===== src/rtl/sgm_pkg.sv =====
// Shared definitions for the SGM disparity post-processing stages:
// disparity width, maximum row length and the hole-fill pipeline entry.
`timescale 1ns/1ps
package sgm_pkg;

  localparam int WIDTH_DISP = 9;
  localparam int MAX_WIDTH  = 1920;
  localparam int COL_W      = 11;

  // One in-flight pixel of the hole-fill shift register.
  typedef struct packed {
    logic [WIDTH_DISP-1:0] disp;    // raw disparity
    logic                  ok;      // trusted pixel
    logic                  valid;   // slot carries a pixel (0 = bubble)
    logic                  eol;     // last pixel of its row
    logic [WIDTH_DISP-1:0] r_val;   // nearest trusted right neighbour
    logic                  r_has;   // r_val is meaningful
    logic                  closed;  // a later row has started; no more capture
  } hf_entry_t;

  // Unsigned minimum of two disparities.
  function automatic logic [WIDTH_DISP-1:0] min_disp(
    input logic [WIDTH_DISP-1:0] a,
    input logic [WIDTH_DISP-1:0] b
  );
    return (a < b) ? a : b;
  endfunction

endpackage


===== src/rtl/hole_fill_stage.sv =====
// One pipeline entry of the hole-fill shift register. While moving one
// stage down, the entry closes itself when a new row starts and otherwise
// captures the first trusted pixel that enters after it.
`timescale 1ns/1ps
module hole_fill_stage
  import sgm_pkg::*;
(
  input  logic                  clk,
  input  logic                  rst,
  input  logic                  clken,
  input  hf_entry_t             entry_i,
  input  logic                  in_valid,
  input  logic                  in_ok,
  input  logic                  in_col0,
  input  logic [WIDTH_DISP-1:0] in_disp,
  output hf_entry_t             entry_o
);

  hf_entry_t entry_d;
  hf_entry_t entry_q;

  // Close on a new row first, then capture against the updated closed flag.
  always_comb begin
    entry_d = entry_i;
    if (in_valid) begin
      if (in_col0) begin
        entry_d.closed = 1'b1;
      end
      if (in_ok && !entry_d.r_has && !entry_d.closed) begin
        entry_d.r_val = in_disp;
        entry_d.r_has = 1'b1;
      end
    end
  end

  // Entry register; bubbles and reset both leave valid=0.
  always_ff @(posedge clk or negedge rst) begin
    if (!rst) begin
      entry_q <= '0;
    end else if (clken) begin
      entry_q <= entry_d;
    end
  end

  assign entry_o = entry_q;

endmodule


===== src/rtl/disp_hole_fill_tx.sv =====
// Streaming hole filler. Untrusted pixels are replaced by the smaller of the
// last trusted value of the row (L) and the first trusted pixel that enters
// within DEPTH-1 cycles after the hole in the same row. Fixed DEPTH latency.
`timescale 1ns/1ps
module disp_hole_fill_tx
  import sgm_pkg::*;
#(
  parameter int DEPTH      = 8,
  parameter int WIDTH_DISP = sgm_pkg::WIDTH_DISP
) (
  input  logic                  clk,
  input  logic                  rst,
  input  logic                  clken,
  input  logic                  enable,
  input  logic [10:0]           width,
  input  logic                  valid_in,
  input  logic [WIDTH_DISP-1:0] disp_in,
  input  logic                  disp_ok,
  output logic [WIDTH_DISP-1:0] disp_hole,
  output logic                  valid_final_hole,
  output logic                  row_end
);

  localparam int CW = COL_W;

  logic [CW-1:0]         col_q, col_d;
  logic [CW-1:0]         width_q, width_d;
  logic                  at_col0;
  logic                  at_eol;
  hf_entry_t             new_entry;
  hf_entry_t             stage_ent [DEPTH];
  hf_entry_t             out_ent;
  logic [WIDTH_DISP-1:0] l_q, l_d;
  logic                  l_has_q, l_has_d;
  logic [WIDTH_DISP-1:0] fill_val;
  logic [WIDTH_DISP-1:0] disp_hole_q, disp_hole_d;
  logic                  valid_q, valid_d;
  logic                  row_end_q, row_end_d;
  logic                  unused_closed;

  // Column tracking; the row width is only re-sampled while at column 0.
  always_comb begin
    width_d = width_q;
    if (col_q == '0) begin
      width_d = (width > CW'(MAX_WIDTH)) ? CW'(MAX_WIDTH) : width;
    end
    at_col0 = (col_q == '0);
    at_eol  = (col_q == width_d - 11'd1);
    col_d   = col_q;
    if (valid_in) begin
      col_d = at_eol ? '0 : col_q + 11'd1;
    end
  end

  // Tag the entering pixel before it joins the shift register.
  always_comb begin
    new_entry       = '0;
    new_entry.disp  = disp_in;
    new_entry.ok    = disp_ok;
    new_entry.valid = valid_in;
    new_entry.eol   = valid_in & at_eol;
  end

  // Stage 0 only loads the new pixel; later stages see it as a neighbour.
  for (genvar gi = 0; gi < DEPTH; gi++) begin : g_stage
    hf_entry_t stage_in;
    logic      stage_cap;
    if (gi == 0) begin : g_head
      assign stage_in  = new_entry;
      assign stage_cap = 1'b0;
    end else begin : g_tail
      assign stage_in  = stage_ent[gi-1];
      assign stage_cap = valid_in;
    end
    hole_fill_stage u_stage (
      .clk      (clk),
      .rst      (rst),
      .clken    (clken),
      .entry_i  (stage_in),
      .in_valid (stage_cap),
      .in_ok    (disp_ok),
      .in_col0  (at_col0),
      .in_disp  (disp_in),
      .entry_o  (stage_ent[gi])
    );
  end

  assign out_ent       = stage_ent[DEPTH-1];
  assign unused_closed = out_ent.closed;

  // Output mux and left-value bookkeeping for the departing entry.
  always_comb begin
    fill_val = '0;
    if (out_ent.ok || !enable) begin
      fill_val = out_ent.disp;
    end else if (l_has_q && out_ent.r_has) begin
      fill_val = min_disp(l_q, out_ent.r_val);
    end else if (l_has_q) begin
      fill_val = l_q;
    end else if (out_ent.r_has) begin
      fill_val = out_ent.r_val;
    end

    valid_d     = out_ent.valid;
    row_end_d   = out_ent.valid & out_ent.eol;
    disp_hole_d = out_ent.valid ? fill_val : '0;

    l_d     = l_q;
    l_has_d = l_has_q;
    if (out_ent.valid) begin
      if (out_ent.ok) begin
        l_d     = out_ent.disp;
        l_has_d = 1'b1;
      end
      if (out_ent.eol) begin
        l_has_d = 1'b0;
      end
    end
  end

  // Column counter, left value and registered outputs.
  always_ff @(posedge clk or negedge rst) begin
    if (!rst) begin
      col_q       <= '0;
      width_q     <= '0;
      l_q         <= '0;
      l_has_q     <= 1'b0;
      disp_hole_q <= '0;
      valid_q     <= 1'b0;
      row_end_q   <= 1'b0;
    end else if (clken) begin
      col_q       <= col_d;
      width_q     <= width_d;
      l_q         <= l_d;
      l_has_q     <= l_has_d;
      disp_hole_q <= disp_hole_d;
      valid_q     <= valid_d;
      row_end_q   <= row_end_d;
    end
  end

  assign disp_hole        = disp_hole_q;
  assign valid_final_hole = valid_q;
  assign row_end          = row_end_q;

endmodule


===== config.mk =====
export PLATFORM = sky130hd
export DESIGN_NAME = disp_hole_fill_tx
export DESIGN_NICKNAME = d
export VERILOG_FILES = /design/src/rtl/sgm_pkg.sv /design/src/rtl/hole_fill_stage.sv /design/src/rtl/disp_hole_fill_tx.sv
export SDC_FILE = /design/constraint.sdc
export NUM_CORES = 1
export LEC_CHECK = 0
export ABC_AREA = 1
export BUFFER_PORTS_ARGS = -buffer_cell sky130_fd_sc_hd__buf_4
export CAP_MARGIN = 20
export CORE_MARGIN = 4
export CORE_UTILIZATION = 25
export DETAILED_ROUTE_END_ITERATION = 16
export GPL_ROUTABILITY_DRIVEN = 1
export GPL_TIMING_DRIVEN = 0
export PLACE_DENSITY_LB_ADDON = 0.3
export SLEW_MARGIN = 20
export SYNTH_ARGS = -nofsm -noshare
export SYNTH_HDL_FRONTEND = slang
export SYNTH_SLANG_ARGS = --single-unit

===== constraint.sdc =====
create_clock -name clk -period 7.2 [get_ports clk]
set_clock_uncertainty 0.05 [all_clocks]
set_input_delay 0.36 -clock clk [delete_from_list [all_inputs] [get_ports clk]]
set_output_delay 0.36 -clock clk [all_outputs]
set_load 0.01 [all_outputs]

==> Yosys cells after proc, flatten, opt, wreduce, memory -nomap -nowiden <==
Index checks and enable logic that the tools add are counted.
{ "op_classes": {"order_cmp": 2, "bitwise": 2, "n_eq_ne": 1, "n_shift": 0, "mux": 39, "addsub": 2, "n_mul": 0, "reduce_logical": 34, "n_div": 0} }
{ "ops": {"columns": ["cell", "count"], "rows": [
  ["2-to-1 mux 11 bit", 10],
  ["2-to-1 mux 10 bit", 7],
  ["2-to-1 mux 9 bit", 6],
  ["2-to-1 mux 1 bit", 16],
  ["logical AND 1 bit", 14],
  ["logical NOT 1 bit", 14],
  ["adder 11 x 1 -> 11 bit, second input constant", 1],
  ["== test 11 bit", 1],
  ["greater-than comparator 11 bit, second input constant", 1],
  ["logical NOT 11 bit", 1],
  ["subtractor 11 x 1 -> 11 bit, second input constant", 1],
  ["less-than comparator 9 bit", 1],
  ["AND reduction 3 bit", 2],
  ["bitwise AND 1 bit", 2],
  ["AND reduction 2 bit", 1],
  ["nonzero test 2 bit", 1],
  ["logical OR 1 bit", 1]
]} }
{ "word_totals": {"elab_cells": 139, "input_bits": 26, "romBits": 0, "register_bits": 215, "ramBits": 0, "latchBits": 0, "mem_count": 0} }

==> Depth between registers and ports, before layout <==
Gate-level depths: netlist of the first run.
{ "logic_depth": {"depth_word": 7, "depth_mapped": 22, "mapped_depth_nobuf": 21} }

==> Modules after synthesis <==
Synthesis of the first run repeated with hierarchy kept, for this count alone.
{ "unflattened": {"cells_unflattened": 1578, "area_unflattened_um2": 11885.1} }
{ "by_module_without_submodules": {"columns": ["module", "instances", "seq_area_each_um2", "cells_each", "area_per_inst_um2"], "rows": [
  ["hole_fill_stage", 8, 575.6, 141, 1091.0],
  ["disp_hole_fill_tx", 1, 1076.0, 450, 3156.8]
]} }

==> Worst setup path before layout of the first run <==
Ideal clock, no wire load.
{ "synth_timing": {"path_type": "reg2reg", "startpoint": "register col_q[0]", "endpoint": "register col_q[10]", "required_ns": 7.037, "setup_time_ns": 0.113, "arrival_time_ns": 2.550, "stages_incl_launch_ff": 20, "path_slack_ns": 4.487, "n_path_buf": 1, "synth_period_minus_slack_ns": 2.713, "cell_sequence": "dfrtp_1 > inv_1 > ha_1 > nand3_2 > nor2_4 > buf_6 > nand3_1 > nand2_2 > inv_2 > ha_1 > xor2_1 > xor2_1 > nor2_1 > nand2_1 > nor2_1 > nand3_1 > nor2_2 > nand3_4 > nand2_1 > inv_1"} }
{ "synth_via": {"elab_chain_len": 5, "elab_cells_between_ends": 6, "cone_classes": "add/sub: 2; eq/ne: 1; mux: 2; reduce/logical: 1"} }
{ "synth_rtl": {"columns": ["item", "line_no", "source"], "rows": [
  ["from (decl)", "disp_hole_fill_tx.sv:26", "logic [CW-1:0] col_q, col_d;"],
  ["from (signal assigned)", "disp_hole_fill_tx.sv:132", "col_q <= col_d;"],
  ["logical NOT 11 bit", "disp_hole_fill_tx.sv:44", "if (col_q == '0) begin"],
  ["2-to-1 mux 11 bit", "disp_hole_fill_tx.sv:44", null],
  ["subtractor 11 x 1 -> 11 bit", "disp_hole_fill_tx.sv:48", "at_eol = (col_q == width_d - 11'd1);"],
  ["== test 11 bit", "disp_hole_fill_tx.sv:48", null],
  ["2-to-1 mux 11 bit *", "disp_hole_fill_tx.sv:51", "col_d = at_eol ? '0 : col_q + 11'd1;"]
]} }
Mark *: on every way between the ends. The rest lies on a longest branch, timed or not.
A chain may end at the register's enable or synchronous reset.

==> Worst setup path in the final report of the first run <==
{ "layout_timing": {"startpoint": "register col_q[0]", "endpoint": "register col_q[5]"} }
The elaborated chain is that of the path after synthesis.

==> results of run 1 <==
## cell usage in the layout, fill, tap and decap left out, drive strengths merged
cell type	instances
ha	11
nor4	2
xor2	8
a21o	1
o22ai	9
clkinv	12
inv	163
nand3	41
o211ai	10
nand2	353
nor3	7
a22oi	4
dlygate4sd3	1
clkbuf	82
o21a	1
buf	44
dfrtp	215
nor2	42
a31oi	3
o21ai	213
a21oi	68
mux2i	1
nand4	4
## state kept, by name (all words and copies together), names as in the netlist
register and flops:
col_q 11, disp_hole 9, g_stage.u_stage.entry_o 172, l_has_q 1, l_q 9, row_end 1, valid_final_hole 1, width_q 11
## final timing paths
kind | startpoint | end | slack [ns]
setup reg to reg | col_q[0] | col_q[5] | 3.91
setup / recovery | col_q[0] | col_q[5] | 3.91
max in group asynchronous | rst | g_stage[3].u_stage.entry_o[5] | 5.62
hold reg to reg | g_stage[5].u_stage.entry_o[16] | g_stage[5].u_stage.entry_o[16] | 0.42
hold / removal | disp_ok | g_stage[0].u_stage.entry_o[13] | 0.12
min in group asynchronous | rst | g_stage[5].u_stage.entry_o[22] | 0.30
## cells by family after synthesis
logic type | Yosys count
simple gates | 449
xor+xnor | 8
buf+inv | 220
compound gates | 309
fa+ha+maj | 11
flops | 215
mux | 1
## routing by layer
layer / global-route usage / vias to the layer above / wire length (um)
li1: - / 4015 / -
met1: 0.1573 / 3734 / 11910
met2: 0.1949 / 125 / 11830
met3: 0.01572 / 36 / 915
met4: 0.03511 / 0 / 605
met5: 0 / - / 0
## tightest hold or removal path, cell delays in order
cell,delay [ns]
sky130_fd_sc_hd__buf_4,0.14
sky130_fd_sc_hd__inv_1,0.06
sky130_fd_sc_hd__o21ai_0,0.08
## final cells by class
class,instances,area share
Tap cell,518,0.05541
Multi-Input combinational cell,778,0.3184
Buffer,53,0.01829
Sequential cell,215,0.4600
Timing Repair Buffer,39,0.02931
Clock inverter,8,0.004065
Inverter,167,0.05359
Clock buffer,35,0.06098
## metrics by stage
step / utilization / power [mW] / instance area, um^2
after floorplan: - / 1.953 / 9945
after global routing: 0.2998 / 3.543 / 11700
after CTS: 0.2998 / 3.361 / 11700
final: 0.2998 / 3.319 / 11700
after global placement: 0.2785 / 2.151 / 10860
after detailed placement: 0.2801 / 2.170 / 10930
## power by group
part	switching (mW)	internal (mW)	leakage, nW
sequential	0.104	1.38	2.77
combinational	0.427	0.235	2.50
clock	0.485	0.686	0.382
total	1.02	2.30	5.65
## what timing repair did
action                                 4_1_cts  5_1_grt
hold buffers                                 1        0
endpoints found under the hold margin       55        0
resized for setup                            0        0
==> results.md, run 1 <==
- Status: finished, final reports clean
- Post-synthesis instance area: 9945 um^2
- Library cells used by synthesis: 34
- CTS tree: built
- Area of the multi-input gates: 3724 um^2
- Depth of the worst hold-timing path: 3
- Number of detailed-routing iterations run before antenna repair: 5
- Overall die height: 207.4 um
- Slew Limit Headroom: 0.5504
- Wire length per cell: 13.94 um
- Post-Synth Adder-Cell Area: 0.01384
- Global-route wire length before repair: 42.30 mm
- Setup TNS: 0 ns
- Total Die Area: 43,030 um^2
- Top cell types by occurrence after synthesis: sky130_fd_sc_hd__nand2_1 (340), sky130_fd_sc_hd__dfrtp_1 (215), sky130_fd_sc_hd__o21ai_0 (211)
- Post-Route Hold Slack: 0.1204 ns
- Main combinational cell family by area after synthesis: simple AND/OR/NAND/NOR gates
- Compound-gate portion of the synthesized area: 0.1618
- Post-synthesis sequential element count: 215
- Chain of cells forming the critical path: inv_1 -> ha_1 -> nand3_2 -> nor2_4 -> buf_6 -> nand3_1 -> nand2_2 -> inv_2 -> ha_1 -> xor2_1 -> xor2_1 -> nor2_1 -> nand2_1 -> nor2_1 -> nand3_1 -> nor2_2 -> nand3_4 -> nand2_1 -> inv_1
- Clock latency on the worst-skew pair: 0.52 ns
- Post-synthesis async set-or-reset flop share: 1.000
- Net Count, Synth: 1,250
- Final routed DRC violation total: 0
- Final standard cell count with taps included and fillers excluded: 1,813
- Dpl cells: 1,769
- Final min period: 3.294 ns
- Post-Route WL: 25.27 mm
- Xor-xnor portion of the synthesized cell area: 0.007046
- Number of synthesis warnings: 0
- Via count of the first global-routing pass: 7,944
- Clock transition time at the flip-flop clock pins of the worst setup and hold paths: 0.06 ns
- Simple-gate area share of the yosys netlist: 0.1907
- Data required time at the worst endpoint: 7.56 ns
- Post-route setup slack: 3.906 ns
- Net total in the final layout: 1,316
- Clock Tree Root: sky130_fd_sc_hd__clkbuf_16
- Synthesis-to-finish area growth: 17.61%
- CP bufs+invs: 4
- Power density normalized to cell area: 283.8 nW/um^2
- Max-slew violation count: 0
- Number of buffer cells added on primary ports: 36
- Predominant post-synthesis flop cell: sky130_fd_sc_hd__dfrtp_1
- Post-Synthesis Mean Instance Area: 8.198 um^2
- Number of enable flip-flop cells after synthesis: 0
- Number of antenna violations at the first check in global routing: 0
- Element type at the critical path start: register
- Number of levels the H-tree was split into: 1
- Die Wd: 207.4 um
- Buffers inserted by post-CTS timing repair: 0
- Cell type with the highest aggregate area in the netlist: sky130_fd_sc_hd__dfrtp_1
- Number of standard-cell rows in the floorplan: 72
- Largest net degree at the start of global routing: 92
- Count of endpoints failing hold in the final timing report: 0
- Vias/cell: 4.363
- Dominant cell by count in the synthesized netlist: sky130_fd_sc_hd__nand2_1
- Top-area cell type share of the netlist area: 0.5410
- Number of cells on the critical path: 19
- Global route total overflow: 0
- Arrival time at the worst endpoint: 3.66 ns
- Setup-failing EPs final: 0
- Starting DRT DRC Count: 481
- Max Fanout on Critical Path: 10
- Detailed Place HPWL: 18.35 mm
- Antenna diodes: 0
- Number of max-capacitance violations reported: 0
- Slew @ Worst Pin: 0.6744 ns
- Synthesized instance count: 1,213
- Class of the worst hold path: in -> reg
- F_max: 0.3036 GHz
- Leak: 5.651 nW
- TritonCTS Buffers: 25
- Count of vias placed by the detailed router: 7,910
- Critical path class: reg -> reg
- Category of cells accounting for the largest share of critical-path delay: simple AND/OR/NAND/NOR gates
- Total routing resource utilization after global routing: 0.1163
- Pre-CTS WS: 3.848 ns
- Final clock period utilization by the worst path: 0.4575
- Number of buffers on the longest clock path: 3
- Multiplexer share of the synthesized area: 0.001007
- Sequential cell area: 5380 um^2
- Sink Count: 215
- Slowest CP cell: sky130_fd_sc_hd__dfrtp_1
- Logic depth of the worst register-to-register path: 19
- RSZ-0062 raised after global routing: false
- Share of cells above drive strength 1: 0.09035
- Placer's final routability congestion estimate: 0.8165
- Number of fill cells in the layout: 4,134
- Area of the core: 39,010 um^2
- Part of the Yosys area used for sequential elements: 0.5410
- IO Pins: 37
- Initial core utilization: 0.2549
- Kind of end point of the critical path: register
- DRT antenna net count: 0
- Worst path max stage delay: 0.46 ns
- Leading cell types by total area after synthesis: sky130_fd_sc_hd__dfrtp_1 (54%), sky130_fd_sc_hd__nand2_1 (13%), sky130_fd_sc_hd__o21ai_0 (11%)
- Peak ir drop on the vdd network: 199.7 uV
Power figures use the tool's default switching activity.
==> run 2: changes to the inputs <==
==> constraint.sdc (replaced) <==
create_clock -name clk -period 3.2 [get_ports clk]
set_clock_uncertainty 0.05 [all_clocks]
set_input_delay 0.16 -clock clk [delete_from_list [all_inputs] [get_ports clk]]
set_output_delay 0.16 -clock clk [all_outputs]
set_load 0.01 [all_outputs]
==> run 2 against run 1 <==
Net effect:
- total power up 130%
- largest power group unchanged
- count of clock-buffer cells in the layout unchanged
- register-to-register slack got worse by 3.7 ns
- die area is the same
- hold slack worse by 0.059 ns
- critical path type unchanged
- critical path depth up 2
- clock power grew 120%
==> results.md, run 2 (synthesis gave the netlist of run 1 again) <==
- Number of fill cells in the layout: 4,124
- Status: finished, final reports clean
- Max-slew violation count: 0
- Global-route wire length before repair: 42.80 mm
- Max Fanout on Critical Path: 10
- Vias/cell: 4.355
- Number of detailed-routing iterations run before antenna repair: 5
- Initial core utilization: 0.2549
- Post-Route Hold Slack: 0.06106 ns
- Final min period: 3.019 ns
- TritonCTS Buffers: 25
- Antenna diodes: 0
- Slew Limit Headroom: 0.5557
- Count of endpoints failing hold in the final timing report: 0
- DRT antenna net count: 0
- Placer's final routability congestion estimate: 0.8165
- Area of the core: 39,010 um^2
- Leak: 5.738 nW
- Peak ir drop on the vdd network: 449.6 uV
- Setup-failing EPs final: 0
- Clock transition time at the flip-flop clock pins of the worst setup and hold paths: 0.06 ns
- Data required time at the worst endpoint: 3.56 ns
- Arrival time at the worst endpoint: 3.38 ns
- Starting DRT DRC Count: 480
- Final clock period utilization by the worst path: 0.9433
- Number of standard-cell rows in the floorplan: 72
- CTS tree: built
- Clock Tree Root: sky130_fd_sc_hd__clkbuf_16
- Kind of end point of the critical path: register
- Wire length per cell: 13.96 um
- Number of antenna violations at the first check in global routing: 0
- Design Power: 7.524 mW
- Total Die Area: 43,030 um^2
- Die Wd: 207.4 um
- Via count of the first global-routing pass: 8,073
- Flip-flop count of the largest register, all copies and words added: 172
- Global route total overflow: 0
- Post-route core utilization: 0.3056
- Number of buffer cells added on primary ports: 36
- Largest net degree at the start of global routing: 92
- Clock latency on the worst-skew pair: 0.52 ns
- Overall die height: 207.4 um
- Post-Route WL: 25.59 mm
- Detailed Place HPWL: 18.35 mm
- Sink Count: 215
- F_max: 0.3313 GHz
- Synthesis-to-finish area growth: 19.87%
- Setup TNS: 0 ns
- Slew @ Worst Pin: 0.6664 ns
- Count of vias placed by the detailed router: 7,983
- Final routed DRC violation total: 0
- Element type at the critical path start: register
- Number of buffers on the longest clock path: 3
- Placement Cell Area: 10,930 um^2
- Number of levels the H-tree was split into: 1
- IO Pins: 37
- Register-to-register setup slack: 0.18 ns
- Class of the worst hold path: in -> reg
- Power density normalized to cell area: 631.2 nW/um^2
- Most used cells in the layout excluding fill and tap cells: sky130_fd_sc_hd__nand2_1 (340), sky130_fd_sc_hd__dfrtp_1 (213), sky130_fd_sc_hd__o21ai_0 (211)
- Most common cell after layout, fill and taps aside: sky130_fd_sc_hd__nand2_1
- Post-route cell area: 11,920 um^2
- Net total in the final layout: 1,336
- Number of max-capacitance violations reported: 0
- Critical path class: reg -> reg
- Total routing resource utilization after global routing: 0.1177
- Share of cells above drive strength 1: 0.09734
==> run 2: changes by cell type in the layout (fill, tap and decap cells not counted), moves of 2 or more <==
cell / previous run / this run
sky130_fd_sc_hd__nor2_4: 4 / 6
sky130_fd_sc_hd__buf_4: 35 / 41
sky130_fd_sc_hd__nor2_2: 6 / 4
sky130_fd_sc_hd__dlygate4sd3_1: 1 / 14
sky130_fd_sc_hd__dfrtp_1: 215 / 213
sky130_fd_sc_hd__dfrtp_2: 0 / 2
==> run 2: critical path, stage by stage (launching register included) <==
cell and delay, ns:
sky130_fd_sc_hd__dfrtp_2 0.43, sky130_fd_sc_hd__inv_2 0.08, sky130_fd_sc_hd__ha_1 0.16, sky130_fd_sc_hd__nand3_2 0.10, sky130_fd_sc_hd__nor2_4 0.23, sky130_fd_sc_hd__inv_2 0.07
sky130_fd_sc_hd__buf_6 0.17, sky130_fd_sc_hd__nand2_2 0.09, sky130_fd_sc_hd__nand2_2 0.10, sky130_fd_sc_hd__inv_4 0.11, sky130_fd_sc_hd__ha_4 0.16, sky130_fd_sc_hd__nand3_2 0.09
sky130_fd_sc_hd__nor2_4 0.20, sky130_fd_sc_hd__nand3_2 0.08, sky130_fd_sc_hd__nand2_1 0.06, sky130_fd_sc_hd__nand2_1 0.04, sky130_fd_sc_hd__nor2_1 0.11, sky130_fd_sc_hd__nand3_1 0.13
sky130_fd_sc_hd__nor2_4 0.18, sky130_fd_sc_hd__nand3_4 0.13, sky130_fd_sc_hd__nand2_1 0.09, sky130_fd_sc_hd__inv_1 0.04
==> run 2: worst paths after layout <==
kind,endpoint,from,depth (start not counted)
worst min register to register,g_stage[5].u_stage.entry_o[16],g_stage[5].u_stage.entry_o[16],2
max in group asynchronous,g_stage[3].u_stage.entry_o[10],rst,4
worst max-delay path,col_q[2],col_q[0],21
worst min-delay path,width_q[7],width[7],5
worst max register to register,col_q[2],col_q[0],21
min in group asynchronous,g_stage[5].u_stage.entry_o[22],rst,2
==> run 2: metal layers <==
layer | GRT usage | wire length, um | part of all wire
met5 | 0 | 0 | 0
met3 | 0.01572 | 807 | 0.032
met4 | 0.03671 | 611 | 0.024
met1 | 0.1582 | 12030 | 0.47
met2 | 0.1980 | 12150 | 0.47
==> run 2: where the power goes <==
group	switching (mW)	leakage [nW]	internal [mW]	total [mW]
Sequential	0.226	2.77	3.11	3.34
Clock	1.09	0.382	1.54	2.63
Combinational	0.995	2.59	0.558	1.55
Total	2.31	5.74	5.21	7.52
==> run 2: metrics by stage <==
stage	setup WS (ns)	std cells
2_1_floorplan	0.4870	1213
3_3_place_gp	-0.1143	1767
3_5_place_dp	-0.1524	1769
4_1_cts	0.009448	1829
5_1_grt	-0.005542	1833
6_report	0.1815	1833
==> run 2: timing repair <==
item / 4_1_cts / 5_1_grt
gates resized for setup: 7 / 3
endpoints found under the setup margin: 12 / 12
gates cloned: 1 / 0
pin swaps: 3 / 3
hold endpoints to repair: 198 / 0
hold buffers: 14 / 0
setup buffers: 2 / 4
==> run 2: area by class of cell <==
class	instances	area [um^2]	area share
Clock buffer	35	713.2	0.05983
Inverter	167	629.4	0.05280
Buffer	53	217.7	0.01826
Clock inverter	8	47.55	0.003989
Multi-Input combinational cell	779	3764	0.3157
Sequential cell	215	5383	0.4516
Tap cell	518	648.1	0.05437
Timing Repair Buffer	58	518.0	0.04346
